==> src/rtl/bus_arbiter_pkg.sv <==
// Shared types and constants for the two-master memory bus arbiter.
package bus_arbiter_pkg;

    localparam int unsigned ADDR_W = 32;
    localparam int unsigned DATA_W = 32;
    localparam int unsigned SEL_W  = 4;
    localparam int unsigned WD_W   = 8;

    typedef enum logic [1:0] {
        IDLE      = 2'd0,
        GRANT_IF  = 2'd1,
        GRANT_MEM = 2'd2,
        ACK       = 2'd3
    } state_t;

    localparam logic GNT_IF  = 1'b0;
    localparam logic GNT_MEM = 1'b1;

    // Transfer fields held on the bus for the whole granted transaction
    typedef struct packed {
        logic              we;
        logic [SEL_W-1:0]  sel;
        logic [ADDR_W-1:0] addr;
        logic [DATA_W-1:0] wdata;
    } bus_cmd_t;

endpackage

==> src/rtl/bus_watchdog.sv <==
// Cycle counter that flags a transfer hung for LIMIT bus cycles without completion.
module bus_watchdog
    import bus_arbiter_pkg::*;
#(
    parameter int unsigned LIMIT = 255
) (
    input  logic clk,
    input  logic rst_n,
    input  logic clear,
    input  logic enable,
    output logic expired_c
);

    logic [WD_W-1:0] count;

    always_ff @(posedge clk or negedge rst_n) begin
        if (!rst_n) begin
            count <= '0;
        end else if (clear) begin
            count <= '0;
        end else if (enable) begin
            count <= count + WD_W'(1);
        end
    end

    // Expires on the cycle whose increment would reach LIMIT
    assign expired_c = enable && (count == WD_W'(LIMIT - 1));

endmodule

==> src/rtl/bus_arbiter.sv <==
// Round-robin arbiter sharing one memory bus between fetch and load/store, with a hang watchdog.
module bus_arbiter
    import bus_arbiter_pkg::*;
#(
    parameter int unsigned TIMEOUT_CYCLES = 255
) (
    input  logic              clk,
    input  logic              rst,
    input  logic              if_req_i,
    input  logic [ADDR_W-1:0] if_addr_i,
    output logic [DATA_W-1:0] if_data_o,
    output logic              if_ack_o,
    input  logic              mem_req_i,
    input  logic              mem_we_i,
    input  logic [SEL_W-1:0]  mem_sel_i,
    input  logic [ADDR_W-1:0] mem_addr_i,
    input  logic [DATA_W-1:0] mem_wdata_i,
    output logic [DATA_W-1:0] mem_rdata_o,
    output logic              mem_ack_o,
    output logic              bus_req_o,
    output logic              bus_we_o,
    output logic [SEL_W-1:0]  bus_sel_o,
    output logic [ADDR_W-1:0] bus_addr_o,
    output logic [DATA_W-1:0] bus_wdata_o,
    input  logic [DATA_W-1:0] bus_rdata_i,
    input  logic              bus_ack_i,
    output logic              timeout_o,
    output logic              stallreq_if_o,
    output logic              stallreq_mem_o
);

    state_t            state, state_nx;
    logic              last_grant, last_grant_nx;
    bus_cmd_t          cmd, cmd_nx;
    logic              bus_req_nx;
    logic              if_ack_nx, mem_ack_nx, timeout_nx;
    logic [DATA_W-1:0] if_data_nx, mem_rdata_nx;
    logic              wd_clear, wd_en, wd_expired;

    bus_watchdog #(
        .LIMIT (TIMEOUT_CYCLES)
    ) u_watchdog (
        .clk       (clk),
        .rst_n     (rst),
        .clear     (wd_clear),
        .enable    (wd_en),
        .expired_c (wd_expired)
    );

    always_ff @(posedge clk or negedge rst) begin
        if (!rst) begin
            state       <= IDLE;
            last_grant  <= GNT_IF;
            cmd         <= '0;
            bus_req_o   <= 1'b0;
            if_ack_o    <= 1'b0;
            mem_ack_o   <= 1'b0;
            if_data_o   <= '0;
            mem_rdata_o <= '0;
            timeout_o   <= 1'b0;
        end else begin
            state       <= state_nx;
            last_grant  <= last_grant_nx;
            cmd         <= cmd_nx;
            bus_req_o   <= bus_req_nx;
            if_ack_o    <= if_ack_nx;
            mem_ack_o   <= mem_ack_nx;
            if_data_o   <= if_data_nx;
            mem_rdata_o <= mem_rdata_nx;
            timeout_o   <= timeout_nx;
        end
    end

    always_comb begin
        state_nx      = state;
        last_grant_nx = last_grant;
        cmd_nx        = cmd;
        bus_req_nx    = bus_req_o;
        if_ack_nx     = 1'b0;
        mem_ack_nx    = 1'b0;
        if_data_nx    = '0;
        mem_rdata_nx  = '0;
        timeout_nx    = 1'b0;
        wd_clear      = 1'b0;
        wd_en         = 1'b0;

        case (state)
            IDLE: begin
                // Data wins a tie only when fetch held the previous grant
                if (mem_req_i && (!if_req_i || last_grant == GNT_IF)) begin
                    state_nx      = GRANT_MEM;
                    last_grant_nx = GNT_MEM;
                    cmd_nx.we     = mem_we_i;
                    cmd_nx.sel    = mem_sel_i;
                    cmd_nx.addr   = mem_addr_i;
                    cmd_nx.wdata  = mem_wdata_i;
                    bus_req_nx    = 1'b1;
                    wd_clear      = 1'b1;
                end else if (if_req_i) begin
                    state_nx      = GRANT_IF;
                    last_grant_nx = GNT_IF;
                    cmd_nx.we     = 1'b0;
                    cmd_nx.sel    = '1;
                    cmd_nx.addr   = if_addr_i;
                    cmd_nx.wdata  = '0;
                    bus_req_nx    = 1'b1;
                    wd_clear      = 1'b1;
                end
            end
            GRANT_IF, GRANT_MEM: begin
                wd_en = !bus_ack_i;
                // A slave ack on the expiry cycle still completes normally
                if (bus_ack_i || wd_expired) begin
                    state_nx   = ACK;
                    bus_req_nx = 1'b0;
                    cmd_nx     = '0;
                    timeout_nx = !bus_ack_i;
                    if (state == GRANT_IF) begin
                        if_ack_nx  = 1'b1;
                        if_data_nx = bus_ack_i ? bus_rdata_i : '0;
                    end else begin
                        mem_ack_nx   = 1'b1;
                        mem_rdata_nx = bus_ack_i ? bus_rdata_i : '0;
                    end
                end
            end
            ACK: begin
                state_nx = IDLE;
            end
            default: begin
                state_nx = IDLE;
            end
        endcase
    end

    assign bus_we_o    = cmd.we;
    assign bus_sel_o   = cmd.sel;
    assign bus_addr_o  = cmd.addr;
    assign bus_wdata_o = cmd.wdata;

    assign stallreq_if_o  = if_req_i & ~if_ack_o;
    assign stallreq_mem_o = mem_req_i & ~mem_ack_o;

endmodule

==> config.mk <==
export PLATFORM = sky130hd
export DESIGN_NAME = bus_arbiter
export DESIGN_NICKNAME = d
export VERILOG_FILES = /design/src/rtl/bus_arbiter_pkg.sv /design/src/rtl/bus_watchdog.sv /design/src/rtl/bus_arbiter.sv
export SDC_FILE = /design/constraint.sdc
export NUM_CORES = 1
export LEC_CHECK = 0
export ABC_AREA = 1
export BUFFER_PORTS_ARGS = -buffer_cell sky130_fd_sc_hd__buf_2
export CAP_MARGIN = 20
export CORE_MARGIN = 4
export CORE_UTILIZATION = 53
export CTS_BUF_LIST = sky130_fd_sc_hd__clkbuf_8
export DETAILED_ROUTE_END_ITERATION = 10
export HOLD_SLACK_MARGIN = 0.08
export MAX_ROUTING_LAYER = met4
export PLACE_DENSITY = 0.88
export SYNTH_ARGS = -nofsm -noshare
export SYNTH_HDL_FRONTEND = slang
export SYNTH_SLANG_ARGS = --single-unit
==> constraint.sdc <==
create_clock -name clk -period 3.42 [get_ports clk]
set_input_delay 0.171 -clock clk [delete_from_list [all_inputs] [get_ports clk]]
set_output_delay 0.171 -clock clk [all_outputs]
set_load 0.05 [all_outputs]
==> flow_summary.yaml <==
finish:
  final_util_pct: 77.8
  syn2layout_area_growth_pct: 42.7
  nets: 1275
  final_cell_mix: "buf_2 (275), nand2_1 (230), dfrtp_1 (148), nor2_1 (118), dlygate4sd3_1 (105)"
  fin_area_um2: 9380
  drive_gt1_share_pct: 28.3
  n_antenna_cell: 0
  final_common_cell: "buf_2"
global_routing:
  grt_pass1_vias: 7491
  grt_max_degree: 96
  grt.total_usage_pct: 35.2
  antenna_found_initial: 0
  overflow: 0
  grt_pass1_wl_mm: 38.3
critical_path:
  critPathArrivalTime_ns: 3.07
  r2r_start: "last_grant$_DFFE_PN0P_"
  crit_required_ns: 3.76
  worstSetupStartpointType: "flop"
  rr_worst_depth: 7
  cp_top_family: "simple AND/OR/NAND/NOR gates"
  critPathCapture: "bus_addr_o[24]$_DFFE_PN0P_"
  crit_buf_inv: 1
  path_max_fanout: 39
  cp_slowest_cell: "nand2_2"
  crit_path_end_kind: "flop"
  path_cells: "nand2_2 > nand2_2 > nand2_1 > a21oi_1 > dlygate4sd3_1 > nand4_1 > nand2_1"
  regToRegSetupSlack_ns: 0.69
  cp.depth: 7
  reg2reg_to: "bus_addr_o[24]$_DFFE_PN0P_"
  max_stage_delay_ns: 0.64
  path_class: "flop to flop"
  crit_path_start: "last_grant$_DFFE_PN0P_"
power_and_ir_drop:
  p_switching_w: 0.00446
  p_leak_nw: 5.41
  comb_power_share_pct: 54.6
  p_sw_share_pct: 52.8
  internal_power_w: 0.00398
  p_per_area_nw_per_um2: 900
  seqPwrFrac_pct: 28.8
  finalPower_w: 0.00845
  peakVddDrop_mv: 0.671
  clockPowerShare_pct: 16.6
yosys:
  synth_xor_area_share_pct: 0
  synth_top_area_cell: "dfrtp_1"
  async_flop_share_pct: 100
  synth_seq_cells: 148
  synth_top_family_by_area: "simple AND/OR/NAND/NOR gates"
  synth_top_area_share_pct: 56.4
  yosysWarnings: 0
  synth_area_leaders: "dfrtp_1 (56%), nand2_1 (13%), nand4_1 (6.8%)"
  netlist_area_um2: 6570
  synth_mux_area_share_pct: 0
  ys.flop_type: "dfrtp_1"
  synth_edf_count: 0
  synthAdderAreaFrac_pct: 0.952
  yosys.area_share.simple_pct: 30.9
  synth-compound-area-share_pct: 3.64
  seq_area_frac_synth_pct: 56.4
  synth.avg_cell_area_um2: 8.41
  synthCells: 781
  synth_cell_types: 23
  synth_nets: 924
floorplan:
  initial_core_util_pct: 54.5
  ios: 277
  chipHeight_um: 119
  core_area_um2: 12100
  die_w_um: 119
  dieArea_um2: 14200
  rows: 40
detailed_routing:
  drt-wirelength-per-cell_um: 18.4
  drtAntennaViolNets: 0
  drt-vias-per-instance: 5.60
  drc: 0
  drt_wl_total_mm: 24.1
  vias: 7349
  firstDrtPassIters: 7
  first_iter_violations: 945
timing:
  max_freq_mhz: 367
  worst_pin_slew_ns: 0.882
  final_max_slew_viol_count: 0
  timing.final.crit_share_pct: 79.8
  fin_skew_ns: 0.0154
  slew_headroom_pct: 41.2
  setup_viol: 0
  fin_crit_ns: 2.73
  finalHoldViolations: 0
  rsz0062_at_grt: "no"
  fin_tns_setup_ns: 0
clock_tree:
  ctsResizeCount: 0
  clk_latency_ns: 0.45
  clock-root-buffer: "clkbuf_8"
  ctsHoldBuffers: 105
  clkTransAtPathRegs_ns: 0.08
  cts_max_level: 4
  cts_setup_buffers: 0
  cts_buffers: 17
  clock_path_buffers: 2
  clock_sinks: 148
  cts_tree: "yes"
placement:
  gp_congestion: 0.883
  placed_cell_area_um2: 7920
  detailed_place_hpwl_mm: 12.8
  numPortBuffers: 276
run:
  cap_viol_max_count: 0
min_path:
  min_path_type: "input pin to flop"
  whs_path_depth: 5
status:
  status: "finished, final reports clean"
==> through the flow <==
step	hold WS (ns)	instances	setup slack (ns)
after floorplan	-0.125	781	1.79
after global placement	0.314	1176	1.01
after detailed placement	0.305	1176	0.949
after CTS	0.0824	1313	0.859
after global routing	0.0990	1313	0.534
final	0.118	1313	0.692
==> cell usage after synthesis, types with 3 or more instances <==
library cell and n:
ha_1 5, inv_1 56, a21oi_1 34, nor3_1 3, nand3_1 38, buf_6 10
nand2_2 3, buf_1 6, nand3_2 3, nor2_1 118, nand2_1 230, clkbuf_1 23
buf_4 5, dfrtp_1 148, buf_2 13, o21ai_0 9, nand4_1 71
==> area by class of cell <==
cell class | instances | area [um^2]
sequential | 148 | 3700
fill | 686 | 2680
timing repair buffer | 389 | 2510
multi-input combinational | 519 | 2330
clock buffer | 18 | 248
inverter | 57 | 214
tap | 168 | 210
clock inverter | 14 | 164
==> how the worst min path moves through the flow <==
stage / start / end / slack [ns]
5_1_grt: mem_addr_i[11] / bus_addr_o[11]$_DFFE_PN0P_ / 0.1
2_1_floorplan: rst / bus_addr_o[0]$_DFFE_PN0P_ / -0.12
4_1_cts: if_addr_i[30] / bus_addr_o[30]$_DFFE_PN0P_ / 0.08
6_report: mem_addr_i[13] / bus_addr_o[13]$_DFFE_PN0P_ / 0.12
3_3_place_gp: rst / if_data_o[25]$_DFF_PN0_ / 0.31
3_5_place_dp: rst / if_data_o[25]$_DFF_PN0_ / 0.31
==> sequential cells by signal (all words and copies together), names as in the netlist <==
name / cells
last_grant: 1
mem_rdata_o: 32
mem_ack_o: 1
bus_addr_o: 32
timeout_o: 1
if_data_o: 32
state: 2
bus_we_o: 1
u_watchdog.count: 8
bus_wdata_o: 32
bus_sel_o: 4
if_ack_o: 1
bus_req_o: 1
==> power by group through the flow <==
| stage | clock [W] | sequential (W) | combinational (W) |
|---|---|---|---|
| after CTS | 0.00141 | 0.00240 | 0.00446 |
| after detailed placement | 0 | 0.00243 | 0.00426 |
| final | 0.00140 | 0.00243 | 0.00461 |
| after global placement | 0 | 0.00241 | 0.00421 |
| after floorplan | 0 | 0.00379 | 0.00209 |
| after global routing | 0.00149 | 0.00246 | 0.00491 |
==> kinds of logic (layout without fill, tap and decap cells) <==
kind of cell,Yosys count,count (layout)
AO/OA/AOI/OAI,46,46
AND/OR/NAND/NOR,468,468
buffers and inverters,114,478
flip-flops,148,148
adder cells (fa/ha/maj),5,5
==> worst register-to-register path: stages (launching register included) <==
cell and delay [ns]:
dfrtp_1 0.40, nand2_2 0.50, nand2_2 0.66, nand2_1 0.24
a21oi_1 0.10, dlygate4sd3_1 0.58, nand4_1 0.07, nand2_1 0.06
==> metal layers <==
layer	vias to the layer above	global-route usage (%)	share of wire (%)
met1	3384	39.0	35
li1	3195	-	-
met5	-	-	0
met4	0	19.9	6.0
met3	164	12.2	11
met2	606	55.6	48
No activity file was read; power rests on OpenSTA's default activity.
